**config.mk**
```make
export PLATFORM = sky130hd
export DESIGN_NAME = dm_rr_access_ctrl_flat
export DESIGN_NICKNAME = d
export VERILOG_FILES = /design/src/rtl/dm_rr_access_ctrl_if.sv /design/src/rtl/dm_rr_access_ctrl.sv /design/src/flat_wrapper.sv
export SDC_FILE = /design/constraint.sdc
export NUM_CORES = 1
export LEC_CHECK = 0
export ABC_CLOCK_PERIOD_IN_PS = 5900
export BUFFER_PORTS_ARGS = -buffer_cell sky130_fd_sc_hd__clkbuf_2
export CORE_ASPECT_RATIO = 0.7
export CORE_UTILIZATION = 35
export CTS_CLUSTER_SIZE = 10
export DETAILED_ROUTE_END_ITERATION = 6
export PLACE_DENSITY = 0.71
export SLEW_MARGIN = 10
export SYNTH_ARGS = -nofsm -noshare
export SYNTH_HDL_FRONTEND = slang
export SYNTH_SLANG_ARGS = --single-unit
```
**constraint.sdc**
```tcl
create_clock -name clk -period 5.9 [get_ports clk]
set_clock_uncertainty 0.2 [all_clocks]
set_input_delay 0.295 -clock clk [delete_from_list [all_inputs] [get_ports clk]]
set_output_delay 0.295 -clock clk [all_outputs]
set_load 0.05 [all_outputs]
```
**src/rtl/dm_rr_access_ctrl_if.sv**
```systemverilog
// Core-side request bus and RAM-side port bundle for dm_rr_access_ctrl.
// The controller uses the slave view; the cores/RAM environment uses the master view.
interface dm_rr_access_ctrl_if #(
    parameter int NCORES = 4,
    parameter int ADDR_W = 16,
    parameter int DATA_W = 16
);
    logic [NCORES-1:0]        req_rd;
    logic [NCORES-1:0]        req_wr;
    logic [NCORES*ADDR_W-1:0] core_addr;
    logic [NCORES*DATA_W-1:0] core_wdata;
    logic [NCORES-1:0]        ack;
    logic [NCORES*DATA_W-1:0] core_rdata;
    logic                     mem_rd;
    logic                     mem_wr;
    logic [ADDR_W-1:0]        mem_addr;
    logic [DATA_W-1:0]        mem_wdata;
    logic [DATA_W-1:0]        mem_rdata;
    logic                     busy;

    modport slave (
        input  req_rd, req_wr, core_addr, core_wdata, mem_rdata,
        output ack, core_rdata, mem_rd, mem_wr, mem_addr, mem_wdata, busy
    );

    modport master (
        output req_rd, req_wr, core_addr, core_wdata, mem_rdata,
        input  ack, core_rdata, mem_rd, mem_wr, mem_addr, mem_wdata, busy
    );
endinterface

```
**src/rtl/dm_rr_access_ctrl.sv**
```systemverilog
// Round-robin arbiter/sequencer giving NCORES cores read/write access to one single-port RAM.
// Optional read coalescing of same-address readers is enabled by defining DM_COALESCE_EN.
//
//  state | meaning
//  IDLE  | waiting; grants first requester at/after the rr pointer
//  ISSUE | mem_rd or mem_wr strobe is on the RAM port
//  WAIT  | counting down RD_LAT cycles for read data
//  RESP  | ack pulse to the served core(s), pointer advances
module dm_rr_access_ctrl #(
    parameter int NCORES = 4,
    parameter int ADDR_W = 16,
    parameter int DATA_W = 16,
    parameter int RD_LAT = 1
) (
    input logic               clk,
    input logic               rst,
    dm_rr_access_ctrl_if.slave bus
);

    localparam int ID_W  = (NCORES > 1) ? $clog2(NCORES) : 1;
    localparam int CNT_W = (RD_LAT > 1) ? $clog2(RD_LAT) : 1;
    localparam logic [ID_W-1:0]  LAST_ID  = ID_W'(NCORES - 1);
    localparam logic [CNT_W-1:0] CNT_INIT = CNT_W'(RD_LAT - 1);

    typedef enum logic [1:0] {
        IDLE  = 2'd0,
        ISSUE = 2'd1,
        WAIT  = 2'd2,
        RESP  = 2'd3
    } state_t;

    state_t              state;
    logic [ID_W-1:0]     ptr;
    logic [ID_W-1:0]     gnt_id;
    logic                op_wr;
    logic [NCORES-1:0]   mbr;
    logic [CNT_W-1:0]    cnt;
    logic [NCORES-1:0]   ack_q;
    logic                mem_rd_q;
    logic                mem_wr_q;
    logic [ADDR_W-1:0]   mem_addr_q;
    logic [DATA_W-1:0]   mem_wdata_q;
    logic                busy_q;
    logic [DATA_W-1:0]   rdata_q [NCORES];

    logic [NCORES-1:0]        req_any;
    logic [ADDR_W-1:0]        addr_arr  [NCORES];
    logic [DATA_W-1:0]        wdata_arr [NCORES];
    logic                     gnt_found;
    logic [ID_W-1:0]          gnt_sel;
    logic [ID_W-1:0]          idx;
    logic                     gnt_wr;
    logic [NCORES-1:0]        gnt_mask;
    logic [NCORES*DATA_W-1:0] rdata_flat;

    assign req_any = bus.req_rd | bus.req_wr;

    always_comb begin
        for (int i = 0; i < NCORES; i++) begin
            addr_arr[i]  = bus.core_addr[i*ADDR_W +: ADDR_W];
            wdata_arr[i] = bus.core_wdata[i*DATA_W +: DATA_W];
        end
    end

    // Cyclic priority search starting at the pointer.
    always_comb begin
        gnt_found = 1'b0;
        gnt_sel   = '0;
        idx       = '0;
        for (int k = 0; k < NCORES; k++) begin
            idx = ID_W'((int'(ptr) + k) % NCORES);
            if (!gnt_found && req_any[idx]) begin
                gnt_found = 1'b1;
                gnt_sel   = idx;
            end
        end
    end

    // A core asserting both requests gets its write served.
    assign gnt_wr = bus.req_wr[gnt_sel];

    always_comb begin
        gnt_mask          = '0;
        gnt_mask[gnt_sel] = 1'b1;
`ifdef DM_COALESCE_EN
        if (!gnt_wr) begin
            for (int i = 0; i < NCORES; i++) begin
                if (bus.req_rd[i] && !bus.req_wr[i] && (addr_arr[i] == addr_arr[gnt_sel]))
                    gnt_mask[i] = 1'b1;
            end
        end
`endif
    end

    always_ff @(posedge clk or posedge rst) begin
        if (rst) begin
            state       <= IDLE;
            ptr         <= '0;
            gnt_id      <= '0;
            op_wr       <= 1'b0;
            mbr         <= '0;
            cnt         <= '0;
            ack_q       <= '0;
            mem_rd_q    <= 1'b0;
            mem_wr_q    <= 1'b0;
            mem_addr_q  <= '0;
            mem_wdata_q <= '0;
            busy_q      <= 1'b0;
            for (int i = 0; i < NCORES; i++) rdata_q[i] <= '0;
        end else begin
            ack_q    <= '0;
            mem_rd_q <= 1'b0;
            mem_wr_q <= 1'b0;
            case (state)
                IDLE: begin
                    if (gnt_found) begin
                        gnt_id      <= gnt_sel;
                        op_wr       <= gnt_wr;
                        mbr         <= gnt_mask;
                        mem_addr_q  <= addr_arr[gnt_sel];
                        mem_wdata_q <= wdata_arr[gnt_sel];
                        mem_wr_q    <= gnt_wr;
                        mem_rd_q    <= ~gnt_wr;
                        busy_q      <= 1'b1;
                        state       <= ISSUE;
                    end
                end
                ISSUE: begin
                    if (op_wr) begin
                        ack_q <= mbr;
                        state <= RESP;
                    end else begin
                        cnt   <= CNT_INIT;
                        state <= WAIT;
                    end
                end
                WAIT: begin
                    if (cnt == '0) begin
                        for (int i = 0; i < NCORES; i++) begin
                            if (mbr[i]) rdata_q[i] <= bus.mem_rdata;
                        end
                        ack_q <= mbr;
                        state <= RESP;
                    end else begin
                        cnt <= cnt - 1'b1;
                    end
                end
                RESP: begin
                    ptr    <= (gnt_id == LAST_ID) ? '0 : gnt_id + 1'b1;
                    busy_q <= 1'b0;
                    state  <= IDLE;
                end
                default: state <= IDLE;
            endcase
        end
    end

    always_comb begin
        rdata_flat = '0;
        for (int i = 0; i < NCORES; i++) rdata_flat[i*DATA_W +: DATA_W] = rdata_q[i];
    end

    assign bus.ack        = ack_q;
    assign bus.core_rdata = rdata_flat;
    assign bus.mem_rd     = mem_rd_q;
    assign bus.mem_wr     = mem_wr_q;
    assign bus.mem_addr   = mem_addr_q;
    assign bus.mem_wdata  = mem_wdata_q;
    assign bus.busy       = busy_q;

endmodule

```
**src/flat_wrapper.sv**
```systemverilog
// flat-port wrapper written by rule: the top's interface ports become plain ports
module dm_rr_access_ctrl_flat 
#(
    parameter int NCORES = 4,
    parameter int ADDR_W = 16,
    parameter int DATA_W = 16,
    parameter int RD_LAT = 1
)
  (clk, rst, bus_req_rd, bus_req_wr, bus_core_addr, bus_core_wdata, bus_mem_rdata, bus_ack, bus_core_rdata, bus_mem_rd, bus_mem_wr, bus_mem_addr, bus_mem_wdata, bus_busy);
  dm_rr_access_ctrl_if #(.NCORES(NCORES), .ADDR_W(ADDR_W), .DATA_W(DATA_W)) bus_i ();
  input logic clk;
  input logic rst;
  input wire logic [$bits(bus_i.req_rd)-1:0] bus_req_rd;
  input wire logic [$bits(bus_i.req_wr)-1:0] bus_req_wr;
  input wire logic [$bits(bus_i.core_addr)-1:0] bus_core_addr;
  input wire logic [$bits(bus_i.core_wdata)-1:0] bus_core_wdata;
  input wire logic [$bits(bus_i.mem_rdata)-1:0] bus_mem_rdata;
  output wire logic [$bits(bus_i.ack)-1:0] bus_ack;
  output wire logic [$bits(bus_i.core_rdata)-1:0] bus_core_rdata;
  output wire logic [$bits(bus_i.mem_rd)-1:0] bus_mem_rd;
  output wire logic [$bits(bus_i.mem_wr)-1:0] bus_mem_wr;
  output wire logic [$bits(bus_i.mem_addr)-1:0] bus_mem_addr;
  output wire logic [$bits(bus_i.mem_wdata)-1:0] bus_mem_wdata;
  output wire logic [$bits(bus_i.busy)-1:0] bus_busy;
  assign bus_i.req_rd = bus_req_rd;
  assign bus_i.req_wr = bus_req_wr;
  assign bus_i.core_addr = bus_core_addr;
  assign bus_i.core_wdata = bus_core_wdata;
  assign bus_i.mem_rdata = bus_mem_rdata;
  assign bus_ack = bus_i.ack;
  assign bus_core_rdata = bus_i.core_rdata;
  assign bus_mem_rd = bus_i.mem_rd;
  assign bus_mem_wr = bus_i.mem_wr;
  assign bus_mem_addr = bus_i.mem_addr;
  assign bus_mem_wdata = bus_i.mem_wdata;
  assign bus_busy = bus_i.busy;
  dm_rr_access_ctrl #(.NCORES(NCORES), .ADDR_W(ADDR_W), .DATA_W(DATA_W), .RD_LAT(RD_LAT)) u_core (.clk(clk), .rst(rst), .bus(bus_i));
endmodule
```
**Word-level counts from Yosys, hierarchy flattened**

Index checks and enable logic that the tools add are counted.

- Output and inout bits: 103
- Flip-flop bits (word level): 115
- Bits of input ports: 154
- Logic and storage cells: 100

- Equality and inequality tests: 7
- Magnitude comparators: 7
- Bitwise logic cells: 4
- Reduce and logical (&&, ||, !) cells: 18
- Multiplexer cells: 43
- Add/sub/neg operators: 5

Operator list:

| cell | number |
|---|---|
| $bmux 16 s2 | 2 |
| $mux 16 | 4 |
| $mux 1 | 18 |
| $lt 2x3->1 const B | 5 |
| $mux 2 | 7 |
| $reduce_and 3->1 | 4 |
| $bmux 1 s2 | 5 |
| $mux 4 | 2 |
| $pmux 2 s4 | 1 |
| $pmux 4 s2 | 1 |
| $reduce_and 2->1 | 4 |
| $eq 2x2->1 const B | 3 |
| $add 2x1->2 const B | 2 |
| $add 2x2->2 const B | 2 |
| $logic_and 1x1->1 | 4 |
| $ne 2x2->1 const B | 2 |
| $or 4x4->4 | 1 |
| $pmux 1 s2 | 2 |
| $reduce_bool 2->1 | 2 |
| $ge 3x3->1 const B | 1 |
| $logic_not 1->1 | 3 |
| $not 2->3 | 1 |
| $demux 1 s2 | 1 |
| $eq 2x1->1 const B | 1 |
| 5 further kinds | 6 |

**Logic depth before layout (Yosys ltp)**

- Depth after elaboration: 18
- Depth in mapped cells: 8
- Depth with buffers taken out: 5

**Least setup slack after synthesis**

No wires, ideal clock.

- Path type: reg2reg
- Start point: register u_core.ptr[1]
- End point: register u_core.mem_addr_q[10] (netlist: u_core.bus.mem_addr[10])
- Cell stages (with the launch flop): 9
- Setup slack: 3.815 ns
- Clock period less this slack: 2.085 ns
- Path buffers: 3
- Arrival time: 1.742 ns
- Required time: 5.558 ns
- Library setup time: 0.142 ns
- Cells stage by stage: dfrtp_1 -> o21ba_1 -> o21a_1 -> or3_1 -> buf_2 -> buf_6 -> buf_6 -> mux2i_1 -> o221ai_1

- Cells in the longest elaborated chain, start to end: 16
- Elaborated cells between the ends (all ways): 30
- Classes of those cells: 3 x add/sub; 19 x mux; 1 x bitwise; 7 x reduce/logical

RTL lines:

| element | RTL line | RTL |
|---|---|---|
| start: declaration | dm_rr_access_ctrl.sv:33 | `logic [ID_W-1:0] ptr;` |
| start signal: assignment | dm_rr_access_ctrl.sv:149 | `ptr <= (gnt_id == LAST_ID) ? '0 : gnt_id + 1'b1;` |
| parallel branches: the longest is 16 deep, another holds $add 2x1->2 | -- |  |
| end signal: assignment | dm_rr_access_ctrl.sv:120 | `mem_addr_q <= addr_arr[gnt_sel];` |
| end: declaration | dm_rr_access_ctrl.sv:41 | `logic [ADDR_W-1:0] mem_addr_q;` |

Several ways; the timed one is not identified. The select of a mux whose other input is x is not followed.
A chain may end at the register's enable or synchronous reset.

**Worst setup path in the final report**

- Start point: register u_core.ptr[1]
- End point: register u_core.mem_wdata_q[15] (netlist: u_core.bus.mem_wdata[15])

- Cells in the longest elaborated chain, start to end: 16
- Elaborated cells between the ends (all ways): 30
- Classes of those cells: 3 x add/sub; 19 x mux; 1 x bitwise; 7 x reduce/logical

RTL lines:

| element | RTL line | RTL |
|---|---|---|
| parallel branches: the longest is 16 deep, another holds $add 2x1->2 | -- |  |
| end signal: assignment | dm_rr_access_ctrl.sv:121 | `mem_wdata_q <= wdata_arr[gnt_sel];` |
| end: declaration | dm_rr_access_ctrl.sv:42 | `logic [DATA_W-1:0] mem_wdata_q;` |

Several ways; the timed one is not identified. The select of a mux whose other input is x is not followed.

==> summary.txt <==
Power and ir drop
  • Seq pwr share: 26.2%
  • Switching power: 2.58 mW
  • Sw Ratio: 48.4%
  • Internal power: 2.76 mW
  • Clock share of power: 21.0%
  • Power Density: 713 mW/mm^2
  • Leak: 3.84 nW
  • VDD IR max: 0.279 mV
  • Comb power frac: 52.8%
  • Total Power: 5.34 mW

Cells and area
  • Fill count: 1239
  • P&R area growth vs syn: 43.9%
  • Share of post-route cells with drive strength above 1: 52.0%
  • Post-route cell area: 0.00749 sq mm
  • Total Nets Final: 838
  • Antenna Cells: 0

Global routing
  • First-pass GRT wire length: 23700 um
  • Antenna violations before repair: 0
  • Number of global-route vias before repair: 4583
  • Total congestion overflow: 0
  • GRT Total Usage: 19.6%
  • Largest net degree at the start of global routing: 68

STA
  • Max-Slew Margin vs Limit: 18.8%
  • Setup tns final: 0 ns
  • Worst Tran Pin Value: 1.21 ns
  • Final period utilization: 55.6%
  • Fin crit period: 3.28 ns
  • Fin. Hold Viols: 0
  • Fmax: 305 MHz
  • Unrepaired setup endpoints after global routing: false
  • Finish-stage setup viols: 0
  • Fin Hold WS: 0.0104 ns
  • Fin. max-slew vios: 0

Clock network
  • H-tree depth: 4
  • Clk_lat worst skew: 0.41 ns
  • Postcts setup bufs: 0
  • Clk buf depth: 2
  • Clk slew on worst S/H paths: 0.06 ns
  • Clock root cell: clkbuf_16
  • # clock sinks: 114
  • TritonCTS buffer count: 17
  • CTS tree: built

Synthesis
  • Synthesized net count: 563
  • Yosys top cell area share: 54.8%
  • Syn Area/Cell: 12.9 sq um
  • Asr flop ratio synth: 100%
  • Most used DFF post-synth: dfrtp_1
  • Mapped Area: 0.00520 sq mm
  • Largest area contributor in the netlist: dfrtp_1
  • Synth area leaders: dfrtp_1 (55%), mux2_2 (14%), mux2i_1 (12%)
  • Yosys warns: 0
  • Top-count cell post-synth: dfrtp_1
  • Syn Inst Count: 404
  • Sequential area share after synthesis: 54.8%
  • Yosys cell types: 35
  • Post-synth EDFFs: 0
  • Synth top cells by count: dfrtp_1 (114), mux2_2 (66), mux2i_1 (63)
  • Seq cells post-synth: 114

Routing
  • Drt wl/cell: 16.6 um
  • Post-DRT Antenna Nets: 0
  • Starting DRT DRC Count: 236
  • DRT Pass-1 Iters: 4
  • Via count: 4384
  • Drc violations: 0
  • Final WL: 14700 um
  • Vias per cell: 4.97

Worst setup path
  • Worst reg2reg setup slack: 2.62 ns
  • Critical Path RT: 5.93 ns
  • WS Path Type: flip-flop to flip-flop
  • Startpoint types: flip-flop
  • CP Capture Type: flip-flop
  • Crit path max fanout: 67
  • Arrival @ worst endpoint: 3.32 ns

Floorplan
  • Die area: 0.0154 sq mm
  • Die extent in x: 148 um
  • Core Footprint: 0.0142 sq mm
  • Initial Util: 36.7%
  • Site Rows: 36
  • Die Y: 104 um
  • IO Count: 257

Run
  • Max cap viols: 0

Place
  • Placed inst area: 0.00662 sq mm
  • DPL Wire Length: 10700 um
  • RD Place Congestion: 0.861
  • I/O Buffers: 256

Status
  • Status: finished clean

Worst hold path
  • Hold Path Class: input pin to flip-flop
-- power groups by stage --
stage	clock network [mW]	registers, mW	logic (mW)
2_1_floorplan	0	2.60	0.969
5_1_grt	1.18	1.45	2.97
3_3_place_gp	0	1.38	2.75
6_report	1.12	1.40	2.82
3_5_place_dp	0	1.40	2.82
4_1_cts	1.14	1.40	2.84
-- layer usage --
metal,global-route usage [%],wire length [um],share of wire (%)
met1,24.6,6170,42
met2,33.2,7450,51
met3,4.30,772,5.3
met4,7.36,257,1.8
met5,0,0,0
-- cell usage in the layout (no fill, tap or decap), types with 2 or more instances in the layout --
cell type / instances
clkbuf_2: 256
dfrtp_1: 114
mux2_2: 66
mux2i_1: 63
nand2_1: 48
o221ai_1: 31
dlygate4sd3_1: 22
clkbuf_16: 17
nor2_1: 6
and2_1: 6
o31ai_1: 6
o21ai_0: 5
ha_1: 5
bufinv_16: 5
clkinv_2: 4
o21a_1: 3
nor3_1: 3
inv_1: 3
clkinvlp_4: 3
a211oi_1: 2
a21boi_0: 2
buf_4: 2
-- repair_timing --
item | 4_1_cts | 5_1_grt
hold buffers | 22 | 0
endpoints found under the hold margin | 118 | 0
gates resized for setup | 0 | 0
-- state kept, by name, indices dropped and copies added, names as in the netlist --
register and count:
u_core.mbr 4, u_core.ptr 2, u_core.bus.mem_rd 1, u_core.bus.busy 1, u_core.bus.mem_wr 1, u_core.state 2, u_core.bus.mem_addr 16, u_core.bus.mem_wdata 16
u_core.bus.ack 4, u_core.bus.core_rdata 64, u_core.gnt_id 2, u_core.op_wr 1
-- kinds of logic (layout without fill, tap and decap cells) --
family | after synthesis | in the layout | share of synthesized area (%)
AOI/OAI and AO/OA | 58 | 58 | 8.97
and+or+nand+nor | 70 | 70 | 5.85
muxes | 129 | 129 | 26.4
adders and majority gates | 5 | 5 | 1.20
DFF | 114 | 114 | 54.8
buffers and inverters | 28 | 316 | 2.72
-- path summary, 6_finish.rpt --
path                                             end  depth (start not counted)               start
min                          u_core.bus.mem_wdata[1]                          3  bus_core_wdata[33]
max reg2reg                 u_core.bus.mem_wdata[15]                          6       u_core.ptr[1]
min in group asynchronous     u_core.bus.mem_addr[1]                          3                 rst
max                         u_core.bus.mem_wdata[15]                          6       u_core.ptr[1]
max in group asynchronous  u_core.bus.core_rdata[42]                          4                 rst
min reg2reg                             u_core.op_wr                          2        u_core.op_wr
-- worst max-delay path, stage by stage (launching register included) --
cell and delay [ns]:
dfrtp_1 0.43, nor3_1 0.08, a211oi_1 0.46, or3_4 0.96, mux2i_1 0.28, dlygate4sd3_1 0.57, o221ai_1 0.11
-- final cells by class --
cell class | count | area (sq um) | share of cell area, %
clock buffer | 18 | 439 | 5.87
clock inverter | 14 | 210 | 2.81
inverter | 4 | 17.5 | 0.234
multi-input combinational | 262 | 2210 | 29.6
sequential | 114 | 2850 | 38.1
tap | 190 | 238 | 3.18
timing repair buffer | 280 | 1520 | 20.3
-- metrics by stage --
step	instances	setup WS [ns]	util (%)
after floorplan	404	2.39	-
after global placement	828	3.19	46.6
after detailed placement	828	3.02	46.6
after CTS	882	2.65	52.8
after global routing	882	2.43	52.8
final	882	2.62	52.8
(Power assumes the default switching activity.)
